[src/rtl/sec_pkg.sv]
// Shared types and constants for the secure command sequencer (sec_cmd_seq).
package sec_pkg;

  typedef enum logic [1:0] {
    CMD_CFG  = 2'd0,
    CMD_DATA = 2'd1,
    CMD_DBG  = 2'd2,
    CMD_RSVD = 2'd3
  } cmd_addr_e;

  typedef enum logic {
    ST_IDLE = 1'b0,
    ST_HOLD = 1'b1
  } state_e;

  localparam int HOLD_CYCLES = 2;

endpackage

[src/rtl/sec_dbg_unlock.sv]
// Debug unlock: key-gated enable window with a sticky lockout after repeated
// wrong keys. Only instantiated when SEC_CMD_DBG_EN is defined.
module sec_dbg_unlock #(
  parameter logic [7:0] DBG_KEY    = 8'hA5,
  parameter int         DBG_WINDOW = 16,
  parameter int         MAX_FAIL   = 3
) (
  input  logic       clk,
  input  logic       reset,
  input  logic       key_valid_i,
  input  logic [7:0] key_i,
  output logic       key_err_o,
  output logic       dbg_en_o,
  output logic       dbg_locked_o
);

  localparam int WIN_W  = $clog2(DBG_WINDOW + 1);
  localparam int FAIL_W = $clog2(MAX_FAIL + 1);

  logic [WIN_W-1:0]  win_q, win_d;
  logic [FAIL_W-1:0] fail_q, fail_d;
  logic              locked_q, locked_d;
  logic              key_match;

  assign key_match = (key_i == DBG_KEY);
  // Rejection is computed regardless of key_valid_i; the sequencer qualifies it.
  assign key_err_o = locked_q || !key_match;

  always_comb begin
    win_d    = win_q;
    fail_d   = fail_q;
    locked_d = locked_q;
    if (win_q != '0) begin
      win_d = win_q - WIN_W'(1);
    end
    if (key_valid_i) begin
      if (!key_err_o) begin
        win_d = WIN_W'(DBG_WINDOW);
      end else if (!locked_q) begin
        // Once locked, the counter stops moving, which is what saturates it.
        fail_d = fail_q + FAIL_W'(1);
        if (fail_d == FAIL_W'(MAX_FAIL)) begin
          locked_d = 1'b1;
          win_d    = '0;
        end
      end
    end
  end

  always_ff @(posedge clk) begin
    if (reset) begin
      win_q    <= '0;
      fail_q   <= '0;
      locked_q <= 1'b0;
    end else begin
      win_q    <= win_d;
      fail_q   <= fail_d;
      locked_q <= locked_d;
    end
  end

  assign dbg_en_o     = (win_q != '0);
  assign dbg_locked_o = locked_q;

endmodule

[src/rtl/sec_cmd_seq.sv]
// Secure command sequencer: CFG/DATA writes with a 2-cycle hold and a sticky
// shadow lock. Define SEC_CMD_DBG_EN to include the debug unlock logic.
module sec_cmd_seq #(
  parameter logic [7:0] DBG_KEY    = 8'hA5,
  parameter int         DBG_WINDOW = 16,
  parameter int         MAX_FAIL   = 3
) (
  input  logic       clk,
  input  logic       reset,
  input  logic       cmd_valid_i,
  output logic       cmd_ready_o,
  input  logic [1:0] cmd_addr_i,
  input  logic [7:0] cmd_wdata_i,
  output logic       lock_o,
  output logic       re_o,
  output logic       we_o,
  output logic       dbg_en_o,
  output logic [7:0] data_o,
  output logic       err_o,
  output logic       dbg_locked_o
);

  import sec_pkg::*;

  state_e     state_q, state_d;
  logic [1:0] hold_cnt_q, hold_cnt_d;
  logic [2:0] cfg_q, cfg_d;
  logic [7:0] data_q, data_d;
  logic       shadow_lock_q, shadow_lock_d;
  logic       err_q, err_d;
  logic       xfer;
  cmd_addr_e  cmd_addr;
  logic       dbg_key_err;

  assign xfer     = cmd_valid_i && (state_q == ST_IDLE);
  assign cmd_addr = cmd_addr_e'(cmd_addr_i);

`ifdef SEC_CMD_DBG_EN
  logic dbg_key_vld;

  assign dbg_key_vld = xfer && (cmd_addr == CMD_DBG);

  sec_dbg_unlock #(
    .DBG_KEY    (DBG_KEY),
    .DBG_WINDOW (DBG_WINDOW),
    .MAX_FAIL   (MAX_FAIL)
  ) u_dbg_unlock (
    .clk          (clk),
    .reset        (reset),
    .key_valid_i  (dbg_key_vld),
    .key_i        (cmd_wdata_i),
    .key_err_o    (dbg_key_err),
    .dbg_en_o     (dbg_en_o),
    .dbg_locked_o (dbg_locked_o)
  );
`else
  // Without the unlock logic every key is rejected, so addr 2 acts as reserved.
  assign dbg_key_err  = 1'b1;
  assign dbg_en_o     = 1'b0;
  assign dbg_locked_o = 1'b0;
`endif

  always_comb begin
    state_d       = state_q;
    hold_cnt_d    = hold_cnt_q;
    cfg_d         = cfg_q;
    data_d        = data_q;
    shadow_lock_d = shadow_lock_q;
    err_d         = 1'b0;
    case (state_q)
      ST_IDLE: begin
        if (xfer) begin
          case (cmd_addr)
            CMD_CFG: begin
              if (shadow_lock_q) begin
                err_d = 1'b1;
              end else begin
                cfg_d         = cmd_wdata_i[2:0];
                shadow_lock_d = cmd_wdata_i[2];
                state_d       = ST_HOLD;
                hold_cnt_d    = 2'(HOLD_CYCLES - 1);
              end
            end
            CMD_DATA: begin
              data_d     = cmd_wdata_i;
              state_d    = ST_HOLD;
              hold_cnt_d = 2'(HOLD_CYCLES - 1);
            end
            CMD_DBG:  err_d = dbg_key_err;
            default:  err_d = 1'b1;
          endcase
        end
      end
      ST_HOLD: begin
        if (hold_cnt_q == 2'd0) begin
          state_d = ST_IDLE;
        end else begin
          hold_cnt_d = hold_cnt_q - 2'd1;
        end
      end
      default: state_d = ST_IDLE;
    endcase
  end

  always_ff @(posedge clk) begin
    if (reset) begin
      state_q       <= ST_IDLE;
      hold_cnt_q    <= 2'd0;
      cfg_q         <= 3'd0;
      data_q        <= 8'd0;
      shadow_lock_q <= 1'b0;
      err_q         <= 1'b0;
    end else begin
      state_q       <= state_d;
      hold_cnt_q    <= hold_cnt_d;
      cfg_q         <= cfg_d;
      data_q        <= data_d;
      shadow_lock_q <= shadow_lock_d;
      err_q         <= err_d;
    end
  end

  assign cmd_ready_o          = (state_q == ST_IDLE);
  assign {lock_o, re_o, we_o} = cfg_q;
  assign data_o               = data_q;
  assign err_o                = err_q;

endmodule

[config.mk]
export PLATFORM = sky130hd
export DESIGN_NAME = sec_cmd_seq
export DESIGN_NICKNAME = d
export VERILOG_FILES = /design/src/rtl/sec_pkg.sv /design/src/rtl/sec_dbg_unlock.sv /design/src/rtl/sec_cmd_seq.sv
export SDC_FILE = /design/constraint.sdc
export NUM_CORES = 1
export LEC_CHECK = 0
export ABC_AREA = 1
export BUFFER_PORTS_ARGS = -buffer_cell sky130_fd_sc_hd__buf_2
export CAP_MARGIN = 20
export CORE_MARGIN = 2
export CORE_UTILIZATION = 31
export CTS_CLUSTER_DIAMETER = 30
export DETAILED_ROUTE_END_ITERATION = 8
export GPL_TIMING_DRIVEN = 0
export PLACE_DENSITY = 0.55
export SLEW_MARGIN = 20
export SYNTH_ARGS = -nofsm -noshare
export SYNTH_HDL_FRONTEND = slang
export SYNTH_HIERARCHICAL = 1
export SYNTH_SLANG_ARGS = --single-unit
export TNS_END_PERCENT = 30
[constraint.sdc]
create_clock -name clk -period 1.03 [get_ports clk]
set_input_delay 0.103 -clock clk [delete_from_list [all_inputs] [get_ports clk]]
set_output_delay 0.103 -clock clk [all_outputs]
set_load 0.03 [all_outputs]
# --- Word-level counts from Yosys, hierarchy flattened ---
# Index checks and enable logic that the tools add are counted.
op_classes:
  n_reduce_logical: 8
  n_div: 0
  bitwise: 3
  mux: 13
  add_sub_neg: 1
  n_eq_ne: 5
  order_cmp: 0
  mul: 0
  shift: 0
op_table:
  columns: ["operator", "n"]
  rows:
  - ["case mux 2 bit (2 select lines)", 2]
  - ["AND reduction 4 bit", 2]
  - ["two-way mux 2 bit", 3]
  - ["case mux 1 bit (2 select lines)", 3]
  - ["AND reduction 3 bit", 2]
  - ["two-way mux 1 bit", 5]
  - ["logical NOT 2 bit", 2]
  - ["!= test 3 x 1 -> 1 bit, second input constant", 1]
  - ["!= test 3 bit, second input constant", 1]
  - ["NOT 1 bit", 3]
  - ["OR reduction 3 bit", 1]
  - ["equality test 2 x 1 -> 1 bit, second input constant", 1]
  - ["!= test 2 x 1 -> 1 bit, second input constant", 1]
  - ["!= test 2 bit, second input constant", 1]
  - ["subtractor 2 x 1 -> 2 bit, second input constant", 1]
  - ["logical AND 1 bit", 1]
totals:
  out_inout_bits: 15
  ram_bits: 0
  latchBits: 0
  ff_bits: 16
  input_bits: 13
  rom_bits: 0
  memories: 0

# --- Logic depth before layout (Yosys ltp) ---
logic_depth:
  depth_word: 4
  ltp_mapped: 8
  mapped_depth_nobuf: 8

# --- Worst setup path after synthesis ---
# No wires, ideal clock.
synth_path:
  path_type: "flip-flop to flip-flop"
  start: "reg state_q"
  end: "reg cfg_q[0]"
  setup_slack_ns: -0.015
  path_stages_with_launch: 7
  arrival_ns: 0.928
  required_ns: 0.914
  setup_time_ns: 0.116
  path_cell_list: "dfxtp_1 -> inv_2 -> nand2_4 -> nor2_2 -> nand2_1 -> nand2_1 -> a21oi_1"
synth_between:
  elab_chain_cells: 3
synth_rtl:
  columns: ["item", "line", "rtl"]
  rows:
  - ["from (decl)", "sec_cmd_seq.sv:25", "state_e state_q, state_d;"]
  - ["from (signal assigned)", "sec_cmd_seq.sv:114", "state_q <= state_d;"]
  - ["NOT 1 bit (no source line) (*)", null, null]
  - ["net cmd_ready_o", "sec_cmd_seq.sv:11", "output logic cmd_ready_o,"]
  - ["logical AND 1 bit", "sec_cmd_seq.sv:35", "assign xfer = cmd_valid_i && (state_q == ST_IDLE);"]
  - ["AND reduction 4 bit (no source line) (*)", null, null]
  - ["to (signal assigned)", "sec_cmd_seq.sv:116", "cfg_q <= cfg_d;"]
  - ["to (decl)", "sec_cmd_seq.sv:27", "logic [2:0] cfg_q, cfg_d;"]
# The timed path passes the listed nets; every way through them passes the cells marked *.
# A chain may end at the register's enable or synchronous reset.

# --- Final worst setup path ---
layout_path:
  start: "reg state_q"
  end: "reg data_q[5] (netlist: data_o[5])"
layout_between:
  elab_chain_cells: 3
layout_rtl:
  columns: ["item", "line", "rtl"]
  rows:
  - ["NOT 1 bit (no source line) (*)", null, null]
  - ["logical AND 1 bit", "sec_cmd_seq.sv:35", null]
  - ["AND reduction 3 bit (no source line) (*)", null, null]
  - ["to (signal assigned)", "sec_cmd_seq.sv:117", "data_q <= data_d;"]
  - ["to (decl)", "sec_cmd_seq.sv:28", "logic [7:0] data_q, data_d;"]
# Every way passes the cells marked *; elsewhere a longest branch is shown, timed or not.

==> results.sh <==
export IMPL_io_pins=28
export IMPL_met2_usage_pct=17.3
export IMPL_ir_drop_mv=0.797
export IMPL_endpoint="data_o[5]"
export IMPL_ys_seq_elements=16
export IMPL_via_per_inst=4.26
export IMPL_post_synth_top_count_cell="nor2_1"
export IMPL_yosys_warnings=6
export IMPL_core_um2=1980
export IMPL_r2r_setup_slack_ns=0.02
export IMPL_fmax_ghz=0.987
export IMPL_rsz0062_at_grt="yes"
export IMPL_rr_worst_depth=6
export IMPL_num_antenna_cells=0
export IMPL_drt_initial_drc_count=5
export IMPL_dp_hpwl_mm=1.01
export IMPL_stdcell_area_um2=897
export IMPL_grt_overflow=0
export IMPL_cts_tree="done"
export IMPL_worstSetupPathType="reg2reg"
export IMPL_synth_xor_area_share_pct=0
export IMPL_dp_cells=140
export IMPL_grt_max_degree=11
export IMPL_start_kind="flop"
export IMPL_antenna_found_initial=0
export IMPL_status="complete, no violations"
export IMPL_min_path_type="in2reg"
export IMPL_synth_compound_area_share_pct=11.4
export IMPL_synth_edff_count=0
export IMPL_yosysTopAreaCell="dfxtp_1"
export IMPL_drv_slew=0
export IMPL_design_die_area_um2=2520
export IMPL_clockBufferDepth=2
export IMPL_placementRows=16
export IMPL_initial_core_util_pct=33.3
export IMPL_die_w_um=50.2
export IMPL_syn_area_um2=661
export IMPL_critPathMaxFanout=9
export IMPL_synthCells=87
export IMPL_final_nets=133
export IMPL_grt_use_met1_pct=14.9
export IMPL_cts_htree_levels=1
export IMPL_post_route_period_util_pct=98.4
export IMPL_synthMuxAreaShare_pct=0
export IMPL_dr_pass1_iters=2
export IMPL_clk_pin_slew_worst_paths_ns=0.10
export IMPL_drt_total_wl_mm=1.35
export IMPL_clk_latency_ns=0.28
export IMPL_critPathRequiredTime_ns=1.21
export IMPL_grt_use_total_pct=11.3
export IMPL_yosys_area_share_adder_pct=1.89
export IMPL_route_vias_total=617
export IMPL_placed_area_um2=826
export IMPL_async_reset_ff_share_pct=0
export IMPL_synthSimpleGateAreaFrac_pct=29.0
export IMPL_fillers=214
export IMPL_syn_area_per_cell_um2=7.59
export IMPL_reg2reg_to="data_o[5]"
export IMPL_routabilityCongestion=0.637
export IMPL_synth_area_leaders="dfxtp_1 48%, nor2_1 10%, o21ai_0 6.1%"
export IMPL_crit_arrival_ns=1.20
export IMPL_endpoint_kind="flop"
export IMPL_synthTopCellsByCount="18 x nor2_1, 16 x dfxtp_1, 10 x nand2_1"
export IMPL_fp_dieH_um=50.2
export IMPL_cts_root_buf="clkbuf_4"
export IMPL_cts_buffers=3
export IMPL_p_leak_nw=0.439
export IMPL_hold_violations=0
export IMPL_grt_pass1_vias=538
export IMPL_ant_nets=0
export IMPL_ctsHoldBuffers=0
export IMPL_synth_top_family_by_area="simple AND/OR/NAND/NOR gates"
export IMPL_maxCapViolCount=0
export IMPL_utilization_pct=45.3
export IMPL_use_met3_pct=2.68
export IMPL_syn_to_final_growth_pct=35.8
export IMPL_cts_num_sinks=16
export IMPL_port_buffers=25
export IMPL_ys_types=17
export IMPL_layout_drive_gt1_share_pct=39.8
export IMPL_r2r_start="state_q"
export IMPL_grt_pass1_wl_mm=2.23
export IMPL_synth_top_flop_cell="dfxtp_1"
export IMPL_synth_seq_area_share_pct=48.5
export IMPL_register_area_um2=325
export IMPL_yosysTopAreaCellShare_pct=48.5
export IMPL_dp_slack_ns=-0.0465
export IMPL_crit_start="state_q"
export IMPL_fin_ws_ns=0.0164
export IMPL_multi_input_area_um2=305
export IMPL_finalCriticalPeriod_ns=1.01
export IMPL_fin_cells=145
export IMPL_wire_per_inst_um=9.30
export IMPL_setup_viol=0
export IMPL_fin_skew_ns=0.00405
export IMPL_p_per_area_nw_per_um2=1480
export IMPL_drc=0
export IMPL_grt_busiest_layer="met2"
worst max-delay path, stage by stage, from the launching register on:
cell,delay (ns)
dfxtp_4,0.36
inv_4,0.06
nand2_4,0.06
nor2_4,0.12
nand2_4,0.10
o21ai_0,0.16
nor2_1,0.05
repair_timing:
| action | in CTS | in global routing |
|---|---|---|
| endpoints found under the hold margin | 0 | 0 |
| cloned | 0 | 0 |
| setup endpoints to repair | 13 | 14 |
| pin swaps | 1 | 1 |
| buffers inserted | 0 | 1 |
| resized for setup | 3 | 10 |
per-layer routing:
layer | wire length, um | vias to the layer above
li1 | - | 335
met1 | 645 | 261
met2 | 583 | 19
met3 | 107 | 2
met4 | 13 | 0
met5 | 0 | -
layout by cell type (no fill, tap or decap), drive strengths merged:
cell type / Yosys / final
nand2: 13 / 13
conb: 1 / 2
buf: 2 / 28
ha: 1 / 1
dfxtp: 16 / 16
clkbuf: 0 / 4
inv: 10 / 10
nor3: 1 / 1
o21ai: 8 / 8
nor2: 20 / 20
clkinv: 1 / 1
a21oi: 7 / 7
nand3: 7 / 7
final cells by class:
cell class,instances,area share (%)
plain buffers,2,1.67
clock buffers,4,4.04
inverters,11,5.44
multi-input cells,59,34.0
flip-flops and latches,16,36.3
well taps,27,3.77
repair buffers,26,14.8
kinds of logic after synthesis:
| group | Yosys count |
|---|---|
| and+or+nand+nor | 41 |
| DFF | 16 |
| AOI/OAI and AO/OA | 15 |
| buffers and inverters | 13 |
| adders and majority gates | 1 |
| other | 1 |
registers in the layout (all words and copies together) (netlist names):
signal / flops
cfg_q: 3
data_o: 8
err_o: 1
hold_cnt_q: 2
shadow_lock_q: 1
state_q: 1
where the power goes:
group	internal (mW)	total [mW]	switching [mW]
combinational	0.0847	0.240	0.156
sequential	0.650	0.665	0.0148
clock	0.215	0.418	0.204
through the flow:
step                hold slack, ns  power [mW]  TNS [ns]
floorplan                    0.172       0.835         0
global route                0.0609        1.40    -0.365
CTS                         0.0550        1.33         0
finish                      0.0632        1.32         0
global placement             0.359       0.904    -0.177
detailed placement           0.361       0.906    -0.353
worst min-delay path by stage:
| stage | from | endpoint | slack (ns) | cells past startpoint |
|---|---|---|---|---|
| final | reset | cfg_q[2] | 0.06 | 2 |
| after global routing | reset | cfg_q[2] | 0.06 | 2 |
| after CTS | reset | state_q | 0.05 | 2 |
| after detailed placement | cmd_wdata_i[4] | data_o[4] | 0.36 | 3 |
| after global placement | cmd_wdata_i[7] | data_o[7] | 0.36 | 3 |
| after floorplan | reset | cfg_q[0] | 0.17 | 1 |
Note: power is estimated with default switching activity, not from simulation.
